--- config.mk ---
export PLATFORM = sky130hd
export DESIGN_NAME = fetch_unit
export DESIGN_NICKNAME = d
export VERILOG_FILES = /design/src/rtl/rv32_pkg.sv /design/src/rtl/sync_fifo.sv /design/src/rtl/fetch_unit.sv
export SDC_FILE = /design/constraint.sdc
export NUM_CORES = 1
export LEC_CHECK = 0
export BUFFER_PORTS_ARGS = -buffer_cell sky130_fd_sc_hd__buf_2
export CAP_MARGIN = 20
export CORE_ASPECT_RATIO = 1.5
export CORE_MARGIN = 8
export CORE_UTILIZATION = 57
export CTS_CLUSTER_SIZE = 16
export DETAILED_ROUTE_END_ITERATION = 6
export MAX_ROUTING_LAYER = met4
export PLACE_DENSITY_LB_ADDON = 0.05
export SETUP_SLACK_MARGIN = 0.05
export SLEW_MARGIN = 40
export SYNTH_ARGS = -nofsm -noshare
export SYNTH_HDL_FRONTEND = slang
export SYNTH_SLANG_ARGS = --single-unit
--- constraint.sdc ---
create_clock -name clk -period 5.2 [get_ports clk]
set_input_delay 0.26 -clock clk [delete_from_list [all_inputs] [get_ports clk]]
set_output_delay 0.26 -clock clk [all_outputs]
set_load 0.03 [all_outputs]
--- src/rtl/rv32_pkg.sv ---
// Shared fetch-stage types: default widths, fetch FSM states and the prefetch entry layout.
package rv32_pkg;

   localparam int                        DATA_WIDTH_DEF = 32;
   localparam logic [DATA_WIDTH_DEF-1:0] RESET_PC_DEF   = 32'h0000_0000;

   typedef enum logic {
      RUN   = 1'b0,
      FAULT = 1'b1
   } fetch_state_e;

   typedef struct packed {
      logic [DATA_WIDTH_DEF-1:0] instr;
      logic [DATA_WIDTH_DEF-1:0] pc;
   } fetch_entry_t;

endpackage

--- src/rtl/sync_fifo.sv ---
// Small synchronous FIFO with flush; head is read straight from storage so it holds while not popped.
module sync_fifo #(
   parameter  int WIDTH = 8,
   parameter  int DEPTH = 2,
   localparam int CW    = $clog2(DEPTH + 1),
   localparam int AW    = (DEPTH > 1) ? $clog2(DEPTH) : 1
) (
   input  logic             clk,
   input  logic             rst_n,
   input  logic             flush,
   input  logic             push,
   input  logic [WIDTH-1:0] push_data,
   input  logic             pop,
   output logic [WIDTH-1:0] head,
   output logic [CW-1:0]    count
);

   logic [WIDTH-1:0] r_mem [DEPTH];
   logic [AW-1:0]    r_rd;
   logic [AW-1:0]    r_wr;
   logic [CW-1:0]    r_count;

   // Pointers wrap at DEPTH, which need not be a power of two.
   function automatic logic [AW-1:0] bump(input logic [AW-1:0] p);
      return (p == AW'(DEPTH - 1)) ? '0 : p + AW'(1);
   endfunction

   always_ff @(posedge clk or negedge rst_n) begin
      if (!rst_n) begin
         for (int i = 0; i < DEPTH; i++) r_mem[i] <= '0;
         r_rd    <= '0;
         r_wr    <= '0;
         r_count <= '0;
      end else if (flush) begin
         r_rd    <= '0;
         r_wr    <= '0;
         r_count <= '0;
      end else begin
         if (push) begin
            r_mem[r_wr] <= push_data;
            r_wr        <= bump(r_wr);
         end
         if (pop) r_rd <= bump(r_rd);
         r_count <= r_count + CW'(push) - CW'(pop);
      end
   end

   assign head  = r_mem[r_rd];
   assign count = r_count;

   always_ff @(posedge clk) begin
      if (rst_n && !flush) assert (!(push && !pop && (r_count == CW'(DEPTH))));
   end

endmodule

--- src/rtl/fetch_unit.sv ---
// Instruction fetch: owns the PC, issues credit-limited imem requests, buffers returns for decode.
// Build option FETCH_ALIGN_CHECK_EN: misaligned redirect raises a sticky fault and halts fetching.
import rv32_pkg::*;

module fetch_unit #(
   parameter int                    DATA_WIDTH = DATA_WIDTH_DEF,
   parameter logic [DATA_WIDTH-1:0] RESET_PC   = RESET_PC_DEF,
   parameter int                    FIFO_DEPTH = 2
) (
   input  logic                  clk,
   input  logic                  rst_n,
   output logic                  imem_req_o,
   output logic [DATA_WIDTH-1:0] imem_addr_o,
   input  logic                  imem_gnt_i,
   input  logic                  imem_rvalid_i,
   input  logic [DATA_WIDTH-1:0] imem_rdata_i,
   input  logic                  redirect_i,
   input  logic [DATA_WIDTH-1:0] redirect_pc_i,
   output logic                  instr_valid_o,
   output logic [DATA_WIDTH-1:0] instr_o,
   output logic [DATA_WIDTH-1:0] instr_pc_o,
   input  logic                  instr_ready_i,
   output logic                  fetch_fault_o
);

   localparam int CW = $clog2(FIFO_DEPTH + 1);

   fetch_state_e          r_state;
   logic                  r_fault;
   logic [DATA_WIDTH-1:0] r_pc;
   logic [CW-1:0]         r_out;
   logic [CW-1:0]         r_disc;

   logic [CW-1:0]         w_fcount;
   logic [CW-1:0]         w_tcount;
   logic [DATA_WIDTH-1:0] w_tag_pc;
   fetch_entry_t          w_head;
   fetch_entry_t          w_push_entry;
   logic                  w_valid;
   logic                  w_pop;
   logic                  w_grant;
   logic                  w_keep;
   logic [CW:0]           w_inuse;

   assign w_valid = (w_fcount != '0);
   assign w_pop   = w_valid & instr_ready_i;

   // Credit: buffered + in-flight words, counting a slot freed by this cycle's pop.
   assign w_inuse    = {1'b0, w_fcount} + {1'b0, r_out} - {{CW{1'b0}}, w_pop};
   assign imem_req_o = rst_n & (r_state == RUN) & ~redirect_i &
                       (w_inuse < (CW + 1)'(FIFO_DEPTH));
   assign w_grant    = imem_req_o & imem_gnt_i;

   // Words belonging to pre-redirect requests are dropped, including any landing with the redirect.
   assign w_keep       = imem_rvalid_i & (r_disc == '0) & ~redirect_i;
   assign w_push_entry = '{instr: imem_rdata_i, pc: w_tag_pc};

   sync_fifo #(
      .WIDTH ($bits(fetch_entry_t)),
      .DEPTH (FIFO_DEPTH)
   ) u_instr_fifo (
      .clk       (clk),
      .rst_n     (rst_n),
      .flush     (redirect_i),
      .push      (w_keep),
      .push_data (w_push_entry),
      .pop       (w_pop & ~redirect_i),
      .head      (w_head),
      .count     (w_fcount)
   );

   sync_fifo #(
      .WIDTH (DATA_WIDTH),
      .DEPTH (FIFO_DEPTH)
   ) u_tag_fifo (
      .clk       (clk),
      .rst_n     (rst_n),
      .flush     (redirect_i),
      .push      (w_grant),
      .push_data (r_pc),
      .pop       (w_keep),
      .head      (w_tag_pc),
      .count     (w_tcount)
   );

   always_ff @(posedge clk or negedge rst_n) begin
      if (!rst_n) begin
         r_pc   <= RESET_PC;
         r_out  <= '0;
         r_disc <= '0;
      end else begin
         r_out <= r_out + CW'(w_grant) - CW'(imem_rvalid_i);
         if (redirect_i) begin
            r_pc   <= redirect_pc_i & ~DATA_WIDTH'(3);
            r_disc <= r_out - CW'(imem_rvalid_i);
         end else begin
            if (w_grant) r_pc <= r_pc + DATA_WIDTH'(4);
            if (imem_rvalid_i && (r_disc != '0)) r_disc <= r_disc - CW'(1);
         end
      end
   end

`ifdef FETCH_ALIGN_CHECK_EN
   logic w_misalign;
   assign w_misalign = (redirect_pc_i[1:0] != 2'b00);

   always_ff @(posedge clk or negedge rst_n) begin
      if (!rst_n) begin
         r_state <= RUN;
         r_fault <= 1'b0;
      end else if (redirect_i) begin
         r_state <= w_misalign ? FAULT : RUN;
         r_fault <= w_misalign;
      end
   end
`else
   always_ff @(posedge clk or negedge rst_n) begin
      if (!rst_n) begin
         r_state <= RUN;
         r_fault <= 1'b0;
      end else begin
         r_state <= RUN;
         r_fault <= 1'b0;
      end
   end
`endif

   always_ff @(posedge clk) begin
      if (rst_n && w_keep) assert (w_tcount != '0);
   end

   assign imem_addr_o   = r_pc;
   assign instr_valid_o = w_valid;
   assign instr_o       = w_head.instr;
   assign instr_pc_o    = w_head.pc;
   assign fetch_fault_o = r_fault;

endmodule

Yosys cells after proc, flatten, opt, wreduce, memory -nomap -nowiden
Cells that the tools add are included.

Register bits: 234. Input bits: 70. Output and inout bits: 99. Word-level logic and storage cells: 85.

Add/subtract/negate cells: 13. Magnitude comparators: 7. Muxes and demuxes: 29. Bitwise operators: 12. Reductions and logical operators: 12.

Operators with widths (number): 2-to-1 mux 64 bit (4); 2-to-1 mux 32 bit (6); bitwise mux 128 bit (1); bitwise mux 64 bit (1); demux 64 bit (select 1 bit) (1); adder 32 x 3 -> 32 bit, second input constant (1); demux 32 bit (select 1 bit) (1); 2-to-1 mux 1 bit (12); nonzero test 2 bit (6); greater-or-equal comparator 2 bit, second input constant (4); inverter 1 -> 2 bit (4); AND 1 bit (7); 2-to-1 mux 2 bit (3); subtractor 2 x 1 -> 2 bit (3); adder 1 bit, second input constant (4); adder 2 x 1 -> 2 bit (2); less-than comparator 2 x 1 -> 1 bit, second input constant (2); AND reduction 2 bit (2); adder 2 x 2 -> 3 bit (1); logical AND 1 bit (3); less-than comparator 3 x 2 -> 1 bit, second input constant (1); subtractor 3 x 1 -> 3 bit (1); logical NOT 2 bit (1); subtractor 2 x 1 -> 2 bit, second input constant (1); inverter 1 bit (1).

Depth between registers and ports, before layout
Depth after elaboration: 8. Depth in mapped cells: 17. Mapped depth without buffers: 15.

Cells and area by module
A second synthesis with hierarchy kept.

Cells, all modules: 815. Area total of the unflattened synthesis: 11388.4 µm².

Modules (own cells, without submodules): sync_fifo (u_instr_fifo) (times used 1, cells an instance 358, area each 6048.3 µm², seq. area each 3303.2 µm²); sync_fifo (u_tag_fifo) (times used 1, cells an instance 187, area each 2999.1 µm², seq. area each 1701.6 µm²); fetch_unit (times used 1, cells an instance 270, area each 2341.0 µm², seq. area each 850.8 µm²).

Least setup slack after synthesis
OpenSTA, ideal clock, no wires.

Kind: register to register. From: register u_instr_fifo.r_count[1], in the netlist u_instr_fifo.count[1]. To: register r_out[1]. Arrival time: 3.239 ns. Data required time: 5.077 ns. Slack: 1.838 ns. Cell stages (with the launch flop): 18. Path buffers: 2. Clock period less this slack: 3.362 ns. Cells stage by stage: dfrtp_1 > inv_1 > nand2_1 > nand2_1 > inv_1 > ha_1 > nand2b_1 > fa_1 > nand4b_4 > nor2_2 > inv_2 > buf_2 > buf_2 > ha_1 > inv_1 > ha_1 > xnor2_1 > xnor2_1.

Longest elaborated chain between the ends: 8. Elaborated cells on any way between the ends: 9.

RTL lines: from (decl) (RTL line sync_fifo.sv:21) `logic [CW-1:0] r_count;`; from (signal assigned) (RTL line sync_fifo.sv:44) `r_count <= r_count + CW'(push) - CW'(pop);`; nonzero test 2 bit (RTL line fetch_unit.sv:45) `assign w_valid = (w_fcount != '0);`; named net instr_valid_o (RTL line fetch_unit.sv:19) `output logic instr_valid_o,`; AND 1 bit (RTL line fetch_unit.sv:46) `assign w_pop = w_valid & instr_ready_i;`; subtractor 3 x 1 -> 3 bit (RTL line fetch_unit.sv:49) `assign w_inuse = {1'b0, w_fcount} + {1'b0, r_out} - {{CW{1'b0}}, w_pop};`; less-than comparator 3 x 2 -> 1 bit (RTL line fetch_unit.sv:51) `(w_inuse < (CW + 1)'(FIFO_DEPTH));`; AND 1 bit (RTL line fetch_unit.sv:50) `assign imem_req_o = rst_n & (r_state == RUN) & ~redirect_i &`; AND 1 bit (RTL line fetch_unit.sv:52) `assign w_grant = imem_req_o & imem_gnt_i;`; adder 2 x 1 -> 2 bit (RTL line fetch_unit.sv:92) `r_out <= r_out + CW'(w_grant) - CW'(imem_rvalid_i);`; subtractor 2 x 1 -> 2 bit (RTL line fetch_unit.sv:92); to (signal assigned) (RTL line fetch_unit.sv:92); to (decl) (RTL line fetch_unit.sv:31) `logic [CW-1:0] r_out;`.

The timed path passes the listed nets, and every way through them passes these cells. A chain may end at the register's enable or synchronous reset.

Worst setup path in the final report
From: register u_instr_fifo.r_count[1], in the netlist u_instr_fifo.count[1]. To: register u_tag_fifo.r_mem[60] in the netlist's numbering.

Longest elaborated chain between the ends: 7. Elaborated cells on any way between the ends: 8.

RTL lines: branches (longest 2 deep; another with adder 2 x 2 -> 3 bit); subtractor 3 x 1 -> 3 bit * (RTL line fetch_unit.sv:49); less-than comparator 3 x 2 -> 1 bit * (RTL line fetch_unit.sv:51); AND 1 bit * (RTL line fetch_unit.sv:50); AND 1 bit * (RTL line fetch_unit.sv:52); AND reduction 2 bit (no source line) *; to (signal, indexed assignment) (RTL line sync_fifo.sv:40) `r_mem[r_wr] <= push_data;`; to (decl) (RTL line sync_fifo.sv:18) `logic [WIDTH-1:0] r_mem [DEPTH];`.

Every way passes the cells marked *.

==> impl_table.tex <==
\begin{tabular}{lr}
\hline
Metric & Value \\
\hline
\multicolumn{2}{l}{\textbf{Status}} \\
\quad Run status & finished, final reports clean \\
\multicolumn{2}{l}{\textbf{Finish}} \\
\quad Total of fill cells in the finished design & 1348 \\
\quad Fraction of final layout cells sized beyond drive strength 1 & 0.391 \\
\quad Area growth from synthesis to layout & 17.6\% \\
\quad Count of nets after finishing & 1085 \\
\quad N\_diodes & 0 \\
\multicolumn{2}{l}{\textbf{Yosys}} \\
\quad Synth Area per Inst & 12.0 um2 \\
\quad Yosys synthesis warning count & 0 \\
\quad Dominant cell by count in the synthesized netlist & dfrtp\_1 \\
\quad Synth top area cells & dfrtp\_1 (55\%), mux2\_2 (20\%), mux2i\_1 (3.4\%) \\
\quad Count of flip-flops with a built-in enable after synthesis & 0 \\
\quad Cell area after synthesis & 10200 um2 \\
\quad Fraction of synthesis flops using an asynchronous set or reset pin & 1.00 \\
\quad Commonest cells post-synth & dfrtp\_1 (224), mux2\_2 (182), nand2\_1 (75) \\
\quad Dominant synthesized flop cell & dfrtp\_1 \\
\quad Largest area contributor in the netlist & dfrtp\_1 \\
\quad Post-synthesis cell type count & 50 \\
\quad Share of the synthesized area in the top cell type & 0.549 \\
\quad Proportion of synthesized chip area in sequential cells & 0.549 \\
\quad Post-Syn Instances & 850 \\
\quad Count of state elements after synthesis & 224 \\
\multicolumn{2}{l}{\textbf{STA}} \\
\quad Minimum clock period after layout & 3540 ps \\
\quad Clock Skew & 14.0 ps \\
\quad Count of endpoints failing hold in the final timing report & 0 \\
\quad Final max-slew violation count & 0 \\
\quad Slew at the pin with the worst max-slew slack & 721 ps \\
\quad Final-layout setup total negative slack & 0 ps \\
\quad Tightest slew margin relative to the limit & 0.519 \\
\quad Upper clock frequency limit & 282 MHz \\
\quad Ratio of final minimum period to clock period & 0.681 \\
\quad RSZ-0062 raised after global routing & no \\
\quad Final setup viols & 0 \\
\multicolumn{2}{l}{\textbf{Setup path}} \\
\quad Worst Setup Start Kind & flop \\
\quad Critical path data required time & 5570 ps \\
\quad Category of the most critical setup path & reg2reg \\
\quad Arrival time at the worst endpoint & 3910 ps \\
\quad Crit-path max FO & 30 \\
\quad Category of the worst setup path capture point & flop \\
\multicolumn{2}{l}{\textbf{Routing}} \\
\quad Vias after detailed routing & 7020 \\
\quad Vias per inst & 5.68 \\
\quad Final wirelength & 22800 um \\
\quad DRC marker count from the first detailed-route iteration & 369 \\
\quad DRC violations left & 0 \\
\quad ANT nets after route & 0 \\
\quad Length of the first detailed-routing pass in iterations & 5 \\
\quad Routed wire per std cell & 18.5 um \\
\multicolumn{2}{l}{\textbf{Global route}} \\
\quad Number of antenna violations at the first check in global routing & 0 \\
\quad Largest net degree at the start of global routing & 148 \\
\quad Overflow left after global routing & 0 \\
\quad Overall routing resource usage & 0.209 \\
\quad Number of global-route vias before repair & 7557 \\
\quad First-pass GRT wire length & 38200 um \\
\multicolumn{2}{l}{\textbf{Die}} \\
\quad FP Rows & 60 \\
\quad I/O pin count & 169 \\
\quad Initial core utilization & 0.576 \\
\quad Total die area & 22500 um2 \\
\quad Die width & 125 um \\
\quad Chip Height & 180 um \\
\quad Std-Cell Core Area & 17700 um2 \\
\multicolumn{2}{l}{\textbf{Clock network}} \\
\quad Num CTS Buffers & 21 \\
\quad Sink Count & 224 \\
\quad Clock transition at the registers of the reported paths & 70 ps \\
\quad Post CTS Setup Buffer Count & 0 \\
\quad Clock tree from TritonCTS & done \\
\quad Number of H-tree branching levels & 1 \\
\quad Number of buffers on the longest clock path & 3 \\
\quad Clock network latency to the later pin of the worst-skew pair & 490 ps \\
\quad CTS Root Cell & clkbuf\_16 \\
\multicolumn{2}{l}{\textbf{Placed design}} \\
\quad Gpl congestion & 0.875 \\
\quad Count of input and output buffers & 161 \\
\quad Dpl hpwl & 15200 um \\
\multicolumn{2}{l}{\textbf{Flow run}} \\
\quad Max-cap check violation count & 0 \\
\multicolumn{2}{l}{\textbf{Power and ir drop}} \\
\quad Cell leakage power & 5.66 nW \\
\quad Tot Pwr & 6.92 mW \\
\quad Power density relative to cell area & 576 nW/um2 \\
\quad IR drop worst, VDD & 0.000283 V \\
\multicolumn{2}{l}{\textbf{Hold path}} \\
\quad Path type of the worst min-delay path & in2reg \\
\hline
\end{tabular}
-- metrics by stage --
step           utilization  hold WS (ps)  cells  area, um2  setup WS [ps]
3_3_place_gp         0.629           275   1183      11100           1810
5_1_grt              0.678          6.01   1235      12000           1430
2_1_floorplan            -         -35.6    854      10200           1840
4_1_cts              0.676          2.62   1234      12000           1640
3_5_place_dp         0.630           288   1183      11200           1680
6_report             0.678          13.5   1235      12000           1660
-- path summary, 6_finish.rpt --
kind                       slack [ps]  cells past startpoint                      to              startpoint
max                              1660                     14    u_tag_fifo.r_mem[60]   u_instr_fifo.count[1]
min                                10                      3         imem_addr_o[30]       redirect_pc_i[30]
max reg2reg                      1660                     14    u_tag_fifo.r_mem[60]   u_instr_fifo.count[1]
min reg2reg                       480                      2  u_instr_fifo.r_mem[19]  u_instr_fifo.r_mem[19]
max in group asynchronous        3620                      4  u_instr_fifo.r_mem[79]                   rst_n
min in group asynchronous         350                      2   u_instr_fifo.r_mem[6]                   rst_n
-- critical path, cell delays in order, from the launching register on --
cell	delay, ps
dfrtp_1	390
inv_1	80
nand2_1	70
nand2_1	120
inv_1	60
ha_1	270
nand2b_1	160
fa_1	580
nand4b_4	140
nor2_2	120
buf_4	250
inv_2	210
nor2_2	140
buf_4	390
mux2_2	400
-- repair_timing --
action	in CTS	in global routing
resized for setup	0	0
hold buffers	15	0
hold endpoints to repair	91	0
-- routing by layer --
metal  wire [um]  global-route usage  share of wire
met4         318              0.0519          0.014
met2       11600               0.354           0.51
met5           0                   -              0
met3         921              0.0293          0.040
met1        9970               0.260           0.44
-- flip-flops by register name, summed over array words and instances (netlist names) --
| signal | cells |
|---|---|
| u_instr_fifo.r_mem | 124 |
| imem_addr_o | 30 |
| u_tag_fifo.r_mem | 60 |
| u_instr_fifo.r_rd | 1 |
| u_tag_fifo.r_wr | 1 |
| u_instr_fifo.count | 2 |
| r_out | 2 |
| u_tag_fifo.r_rd | 1 |
| r_disc | 2 |
| u_instr_fifo.r_wr | 1 |
-- final cells by class --
class	instances	area [um2]	share of cell area
Inverter	15	56.3	0.00469
Timing Repair Buffer	186	1090	0.0910
Sequential cell	224	5610	0.467
Tap cell	217	272	0.0226
Multi-Input combinational cell	557	4310	0.359
Clock inverter	2	10.0	0.000833
Clock buffer	34	664	0.0553
-- where the power goes --
group / total, mW / internal [mW] / switching [mW]
Combinational: 2.70 / 1.13 / 1.57
Sequential: 2.74 / 2.37 / 0.372
Clock: 1.48 / 0.869 / 0.614
Total: 6.92 / 4.36 / 2.56
-- cell usage in the layout, fill, tap and decap left out, drive strengths merged, types with 2 or more instances in the layout --
cell and count:
nor3 4, and3 7, dlygate4sd3 15, clkinv 2
mux2i 35, or4 2, buf 171, o31a 2
and4 2, xor2 6, a21o 4, a22oi 3
nor2 57, nand2b 2, inv 15, o211ai 15
nand2 75, xnor2 6, a32oi 2, mux2 183
o311ai 4, nand4 16, or3 2, a21oi 32
o21ai 47, a31oi 2, ha 9, nor4 2
conb 5, clkbuf 34, nand3 21, a221o 2
dfrtp 224
-- logic make-up (layout without fill, tap and decap cells) --
kind of cell	after synthesis	in the layout	share of synthesized area
XOR/XNOR	12	12	0.0103
buffers and inverters	73	237	0.0320
multiplexers	218	218	0.236
other	1	5	0.000367
adder cells (fa/ha/maj)	10	10	0.0130
flip-flops	224	224	0.549
AND/OR/NAND/NOR	195	195	0.0913
AO/OA/AOI/OAI	117	117	0.0682
Power figures use the tool's default switching activity.
